**config.mk**
```make
export PLATFORM = sky130hd
export DESIGN_NAME = result_readback
export DESIGN_NICKNAME = d
export VERILOG_FILES = /design/src/rtl/result_readback.sv
export SDC_FILE = /design/constraint.sdc
export NUM_CORES = 1
export LEC_CHECK = 0
export ABC_AREA = 1
export CAP_MARGIN = 25
export CORE_UTILIZATION = 49
export DETAILED_ROUTE_END_ITERATION = 8
export PLACE_DENSITY = 0.76
export SETUP_SLACK_MARGIN = 0.4
export SLEW_MARGIN = 15
export SYNTH_ARGS = -nofsm -noshare
export SYNTH_HDL_FRONTEND = slang
export SYNTH_SLANG_ARGS = --single-unit
```
**constraint.sdc**
```tcl
create_clock -name clk -period 2.65 [get_ports clk]
set_clock_uncertainty 0.15 [all_clocks]
set_input_delay 0.3975 -clock clk [delete_from_list [all_inputs] [get_ports clk]]
set_output_delay 0.3975 -clock clk [all_outputs]
set_load 0.02 [all_outputs]
```
**src/rtl/result_readback.sv**
```systemverilog
// result_readback: walks RAM2 addresses 0..NUM_WORDS-1 once per start and
//   streams the words out on valid/ready, keeping a 32-bit running checksum.
// Latency: start sampled at edge 0, first RAM2_OE at edge 1, first out_valid
//   at edge 2; one word per cycle after that while out_ready stays high.
// Backpressure: a 2-entry skid FIFO holds the head word plus one more. Reads
//   are only issued when they are sure to fit, so in-flight data is never lost.
// Ports: clk/rst (sync, active high); start; RAM2_OE/RAM2_A/RAM2_Q read port
//   (RAM2_Q is sampled on the edge that ends the RAM2_OE cycle);
//   out_data/out_valid/out_ready/out_last stream; checksum; busy; finished.
module result_readback #(
  parameter int DATA_W    = 24,
  parameter int ADDR_W    = 20,
  parameter int NUM_WORDS = 4096
) (
  input  logic              clk,
  input  logic              rst,
  input  logic              start,
  output logic              RAM2_OE,
  output logic [ADDR_W-1:0] RAM2_A,
  input  logic [DATA_W-1:0] RAM2_Q,
  output logic [DATA_W-1:0] out_data,
  output logic              out_valid,
  input  logic              out_ready,
  output logic              out_last,
  output logic [31:0]       checksum,
  output logic              busy,
  output logic              finished
);

  typedef enum logic [1:0] {IDLE, READ, DRAIN, DONE} state_t;

  localparam logic [ADDR_W-1:0] LAST_ADDR = ADDR_W'(NUM_WORDS - 1);

  state_t              state, state_nxt;
  logic [ADDR_W-1:0]   rd_addr;
  logic                inflight;       // a read was issued last edge; RAM2_Q is its data
  logic                inflight_last;  // that read targets LAST_ADDR
  logic [DATA_W-1:0]   tail_data;      // second FIFO entry; the head lives in out_*
  logic                tail_last;
  logic                tail_valid;
  logic                last_acc;       // final word has been taken downstream
  logic                pop;
  logic                push;
  logic                issue;
  logic                begin_pass;
  logic [1:0]          occ;

  assign pop  = out_valid & out_ready;
  assign push = inflight;

  // Entries that will be occupied after this cycle's pop, counting the word
  // still on its way from RAM2. A new read is safe only if this is below 2.
  // pop implies out_valid, so the subtraction cannot underflow.
  assign occ = {1'b0, out_valid} + {1'b0, tail_valid} + {1'b0, inflight} - {1'b0, pop};

  always_comb begin
    state_nxt  = state;
    issue      = 1'b0;
    begin_pass = 1'b0;
    busy       = 1'b0;
    finished   = 1'b0;
    case (state)
      IDLE: begin
        if (start) begin
          begin_pass = 1'b1;
          state_nxt  = READ;
        end
      end
      READ: begin
        busy  = 1'b1;
        issue = (occ < 2'd2);
        if (issue && (rd_addr == LAST_ADDR)) state_nxt = DRAIN;
      end
      DRAIN: begin
        busy = 1'b1;
        if (!inflight && !out_valid && !tail_valid && last_acc) state_nxt = DONE;
      end
      DONE: begin
        finished = 1'b1;
        if (start) begin
          begin_pass = 1'b1;
          state_nxt  = READ;
        end
      end
      default: state_nxt = IDLE;
    endcase
  end

  always_ff @(posedge clk) begin
    if (rst) begin
      state         <= IDLE;
      rd_addr       <= '0;
      RAM2_OE       <= 1'b0;
      RAM2_A        <= '0;
      inflight      <= 1'b0;
      inflight_last <= 1'b0;
      out_data      <= '0;
      out_valid     <= 1'b0;
      out_last      <= 1'b0;
      tail_data     <= '0;
      tail_last     <= 1'b0;
      tail_valid    <= 1'b0;
      checksum      <= '0;
      last_acc      <= 1'b0;
    end else begin
      state    <= state_nxt;
      RAM2_OE  <= issue;
      inflight <= issue;

      if (issue) begin
        RAM2_A        <= rd_addr;
        rd_addr       <= rd_addr + ADDR_W'(1);
        inflight_last <= (rd_addr == LAST_ADDR);
      end

      // begin_pass only occurs with an empty FIFO, so it never races a pop.
      if (begin_pass) begin
        rd_addr  <= '0;
        checksum <= '0;
        last_acc <= 1'b0;
      end else if (pop) begin
        checksum <= checksum + 32'(out_data);
        if (out_last) last_acc <= 1'b1;
      end

      // Skid FIFO: head in out_*, second entry in tail_*.
      if (pop) begin
        if (tail_valid) begin
          out_data   <= tail_data;
          out_last   <= tail_last;
          out_valid  <= 1'b1;
          tail_valid <= push;
          tail_last  <= push && inflight_last;
          if (push) tail_data <= RAM2_Q;
        end else begin
          out_valid <= push;
          out_last  <= push && inflight_last;
          if (push) out_data <= RAM2_Q;
        end
      end else if (push) begin
        if (!out_valid) begin
          out_data  <= RAM2_Q;
          out_last  <= inflight_last;
          out_valid <= 1'b1;
        end else begin
          tail_data  <= RAM2_Q;
          tail_last  <= inflight_last;
          tail_valid <= 1'b1;
        end
      end
    end
  end

endmodule

```
==> Word level (Yosys, flattened, before mapping) <==
Index checks and enable logic that the tools add are counted.
{ "totals": {"elab_cells": 85, "ff_bits": 129, "input_bits": 28} }
{ "classes": {"bitwise": 1, "n_lt_le_gt_ge": 1, "n_eq_ne": 10, "addsub": 5, "mux": 33, "reduce_logical": 22} }
{ "ops": {"columns": ["cell", "n"], "rows": [
  ["two-way mux 24 bit", 9],
  ["adder 32 x 24 -> 32 bit", 1],
  ["adder 20 x 1 -> 20 bit (second input constant)", 1],
  ["equality test 20 x 12 -> 1 bit (second input constant)", 1],
  ["two-way mux 1 bit", 20],
  ["AND reduction 3 bit", 3],
  ["!= test 2 bit (second input constant)", 4],
  ["two-way mux 2 bit", 3],
  ["case mux 2 bit (3 select lines)", 1],
  ["AND reduction 2 bit", 3],
  ["nonzero test 2 bit", 3],
  ["OR reduction 2 bit", 3],
  ["logical AND 1 bit", 5],
  ["equality test 2 bit (second input constant)", 2],
  ["!= test 2 x 1 -> 1 bit (second input constant)", 2],
  ["AND reduction 4 bit", 1],
  ["logical NOT 1 bit", 3],
  ["adder 1 x 1 -> 2 bit", 1],
  ["adder 2 x 1 -> 2 bit", 1],
  ["equality test 2 x 1 -> 1 bit (second input constant)", 1],
  ["logical NOT 2 bit", 1],
  ["< comparator 2 bit (second input constant)", 1],
  ["subtractor 2 x 1 -> 2 bit", 1],
  ["AND 1 bit", 1]
]} }

==> Longest topological paths before layout <==
{ "depth": {"depth_word": 7, "depth_mapped": 18} }

==> Least setup slack after synthesis <==
Ideal clock, no wire load.
{ "synth_timing": {"path_kind": "register -> register", "startpoint": "register out_valid", "endpoint": "register rd_addr[9]", "slack_ns": -0.147, "required_ns": 2.382, "t_arrival_ns": 2.530, "path_stages_with_launch": 16, "cell_sequence": "dfxtp_1 -> nand2_1 -> clkbuf_1 -> clkbuf_1 -> ha_1 -> ha_1 -> nand2_1 -> inv_1 -> o21bai_1 -> nand2_1 -> nor2_4 -> buf_6 -> nand3_1 -> or2_0 -> o21ai_1 -> a21oi_1"} }
{ "synth_via": {"elab_chain_cells": 5} }
{ "synth_rtl": {"columns": ["item", "line", "text"], "rows": [
  ["start: declaration", "22", "output logic out_valid,"],
  ["start signal: assignment", "136", "out_valid <= push;"],
  ["adder 1 x 1 -> 2 bit", "54", "assign occ = {1'b0, out_valid} + {1'b0, tail_valid} + {1'b0, inflight} - {1'b0, pop};"],
  ["adder 2 x 1 -> 2 bit", "54", null],
  ["subtractor 2 x 1 -> 2 bit (*)", "54", null],
  ["< comparator 2 bit (*)", "71", "issue = (occ < 2'd2);"],
  ["two-way mux 1 bit (*)", "62", "case (state)"],
  ["end signal: assignment", "112", "rd_addr <= rd_addr + ADDR_W'(1);"],
  ["end: declaration", "35", "logic [ADDR_W-1:0] rd_addr;"]
]} }
Every way passes the cells marked *; elsewhere a longest branch is shown, timed or not.
A chain may end at the register's enable or synchronous reset.

==> Worst setup path in the final report <==
{ "layout_timing": {"startpoint": "register out_valid", "endpoint": "register rd_addr[17]"} }
Same word-level chain as after synthesis.

==> flow_summary.ini <==
[clocking]
clock_latency_ns = 0.42
clk_pin_slew_ns = 0.06
htreeDepth = 4
numCtsBuffers = 17
cts_root_buffer = clkbuf_16
clkSinkCount = 129
cts_tree = done
hold_buffers = 0
clockBufferDepth = 2

[floorplan]
core_um2 = 14040
dieArea_um2 = 15080
io_pins = 109
die_y_um = 122.8
rows = 43
start_util_pct = 50.94
dieWidth_um = 122.8

[setup_path]
cp_data_arrival_time_ns = 2.38
setup.worst_path.end_class = register
critPathLaunchType = register
r2r_end = rd_addr[17]$_SDFFE_PP0P_
crit-reg2reg-launch = out_valid$_SDFFE_PP0P_
critical_path_class = reg2reg
worst-r2r-cell-count = 15
regToRegSetupSlack_ns = 0.42
cp.required_ns = 2.79
crit_fanout = 5

[yosys]
yosysSeqAreaShare_pct = 36.10
postSynthAreaPerCell_um2 = 6.550
yosys_warnings = 0
syn_area_um2 = 7153
async_flop_share_pct = 0
synth_area_leader_cell = dfxtp_1
synth_area_leaders = dfxtp_1 36%, nand2_1 13%, a21oi_1 9.5%
synthFlopType = dfxtp_1
synthTopCellsByCount = 242 x nand2_1, 162 x inv_1, 136 x a21oi_1
syn_inst = 1092
syn_nets = 1152
synth_enable_flop_cells = 0
synth_cell_types = 36
synth_seq_cells = 129
synth_most_common_cell = nand2_1
synth_top_cell_area_share_pct = 36.10

[route]
drt_iter0_drc = 503
route.detailed.wl_per_inst_um = 14.24
avgViaCountPerCell = 5.243
ant_nets = 0
drc = 0
postRouteWirelength_um = 20020
drt_first_pass_iters = 5
dr_total_vias = 7371

[sta]
hold_viol = 0
fmax_mhz = 448.1
min_period_over_period_pct = 84.22
finalSetupTns_ns = 0
whs_ns = 0.2936
slew_violations = 0
tightestPinTransition_ns = 0.4887
slew-limit-headroom_pct = 67.39
post-route-min-period_ns = 2.232
setup_viol = 0
rsz0062_at_grt = yes

[layout]
num_antenna_cells = 0
multiInputGateArea_um2 = 4013
nFillCells = 1176
syn_to_final_growth_pct = 33.78
design_area_um2 = 9569
drive_gt1_share_pct = 10.20
seqCellArea_um2 = 2594
final_nets = 1274

[grt]
gr-total-overflow = 0
grt_pass1_wl_um = 31860
grt_usage_pct = 27.13
grt_max_degree = 49
grt_pass1_vias = 6746
antenna_found_initial = 0

[flow_run]
maxCapViolCount = 0

[place]
numPortBuffers = 108
dpl-instance-area_um2 = 8574
gp_congestion = 0.9229
dpl.hpwl_um = 13930

[power]
irDropWorstVdd_mv = 0.6145
leakage_nw = 4.078
power_mw = 6.846
power_density_nw_per_um2 = 715.4

[min_path]
worstHoldPathType = reg2reg
hold_start = tail_data[15]$_SDFFE_PP0P_
worstHoldPathCells = 2
hold_end = tail_data[15]$_SDFFE_PP0P_

[status]
outcome = finished, final reports clean
==> flip-flops by register name (all words and copies together) (netlist names) <==
name / count
tail_valid: 1
inflight_last: 1
tail_data: 24
inflight: 1
out_data: 24
checksum: 32
tail_last: 1
last_acc: 1
out_last: 1
state: 2
rd_addr: 20
RAM2_A: 20
out_valid: 1
==> cells in the final DEF, fill, tap and decap left out, drive strengths merged <==
cell	instances
o21a	1
a211oi	1
clkdlybuf4s15	1
nand3	43
nor4	3
a31oi	3
o21ai	113
a21oi	136
bufinv	5
nor3	16
fa	1
dlygate4sd2	1
xnor2	4
or2	3
buf	34
clkbuf	23
a22oi	1
nand4	10
nor2	124
nand2	245
ha	31
inv	163
xor2	14
o21bai	7
clkdlybuf4s50	106
clkinv	3
and2	1
dfxtp	129
nand3b	3
nor2b	1
==> metrics by stage <==
stage	worst slack [ns]	instances	util [%]
after floorplan	0.1511	1092	-
after global placement	-0.1499	1366	61.06
after detailed placement	-0.2102	1366	61.06
after CTS	0.3380	1402	66.36
after global routing	0.3243	1406	68.15
final	0.4183	1406	68.15
==> how the worst max path moves through the flow <==
stage / end / slack [ns] / depth (start not counted) / start
after CTS: rd_addr[4]$_SDFFE_PP0P_ / 0.34 / 13 / out_valid$_SDFFE_PP0P_
after detailed placement: rd_addr[9]$_SDFFE_PP0P_ / -0.21 / 14 / out_ready
after floorplan: rd_addr[9]$_SDFFE_PP0P_ / 0.15 / 15 / out_valid$_SDFFE_PP0P_
after global placement: rd_addr[9]$_SDFFE_PP0P_ / -0.15 / 14 / out_ready
final: rd_addr[17]$_SDFFE_PP0P_ / 0.42 / 15 / out_valid$_SDFFE_PP0P_
after global routing: rd_addr[14]$_SDFFE_PP0P_ / 0.32 / 16 / out_valid$_SDFFE_PP0P_
==> critical path: stages (launching register included) <==
cell	delay (ns)
dfxtp_4	0.35
nand2_4	0.06
ha_4	0.22
ha_4	0.25
nand2_2	0.04
inv_2	0.07
nor2_1	0.04
nand2_1	0.06
nand2_2	0.08
nor2_4	0.15
buf_12	0.13
inv_2	0.06
nor2_4	0.10
nand3_2	0.10
o21ai_2	0.15
a21oi_1	0.07
==> what timing repair did <==
action / CTS / global route
endpoints found under the setup margin: 34 / 58
pin swaps: 7 / 20
resized for setup: 8 / 54
gates cloned: 1 / 0
buffers inserted: 4 / 4
==> layout make-up <==
cell class	count	share of cell area [%]
inverters	163	6.394
multi-input cells	761	41.93
repair buffers	142	15.10
clock buffers	23	5.309
clock inverters	8	1.804
flip-flops and latches	129	27.11
well taps	180	2.354
==> per-layer routing <==
layer | track usage, % | wire (um) | vias to the layer above
met5 | 0 | 0 | -
met4 | 13.26 | 616 | 0
met3 | 6.273 | 1209 | 54
met2 | 44.49 | 9398 | 243
met1 | 33.30 | 8799 | 3314
li1 | - | - | 3760
==> where the power goes <==
group,internal (mW),leakage [nW],switching [mW],total (mW)
clock network,1.82,0.335,0.857,2.67
logic,0.828,2.70,1.01,1.84
registers,2.16,1.05,0.177,2.33
==> cells by family (layout without fill, tap and decap cells) <==
kind of cell / after synthesis / count (layout) / synth area share, %
buf+inv: 202 / 336 / 11.04
flops: 129 / 129 / 36.10
xor+xnor: 18 / 18 / 2.204
simple gates: 449 / 449 / 26.17
compound gates: 262 / 262 / 18.79
fa+ha+maj: 32 / 32 / 5.702
No activity file was read; power rests on OpenSTA's default activity.
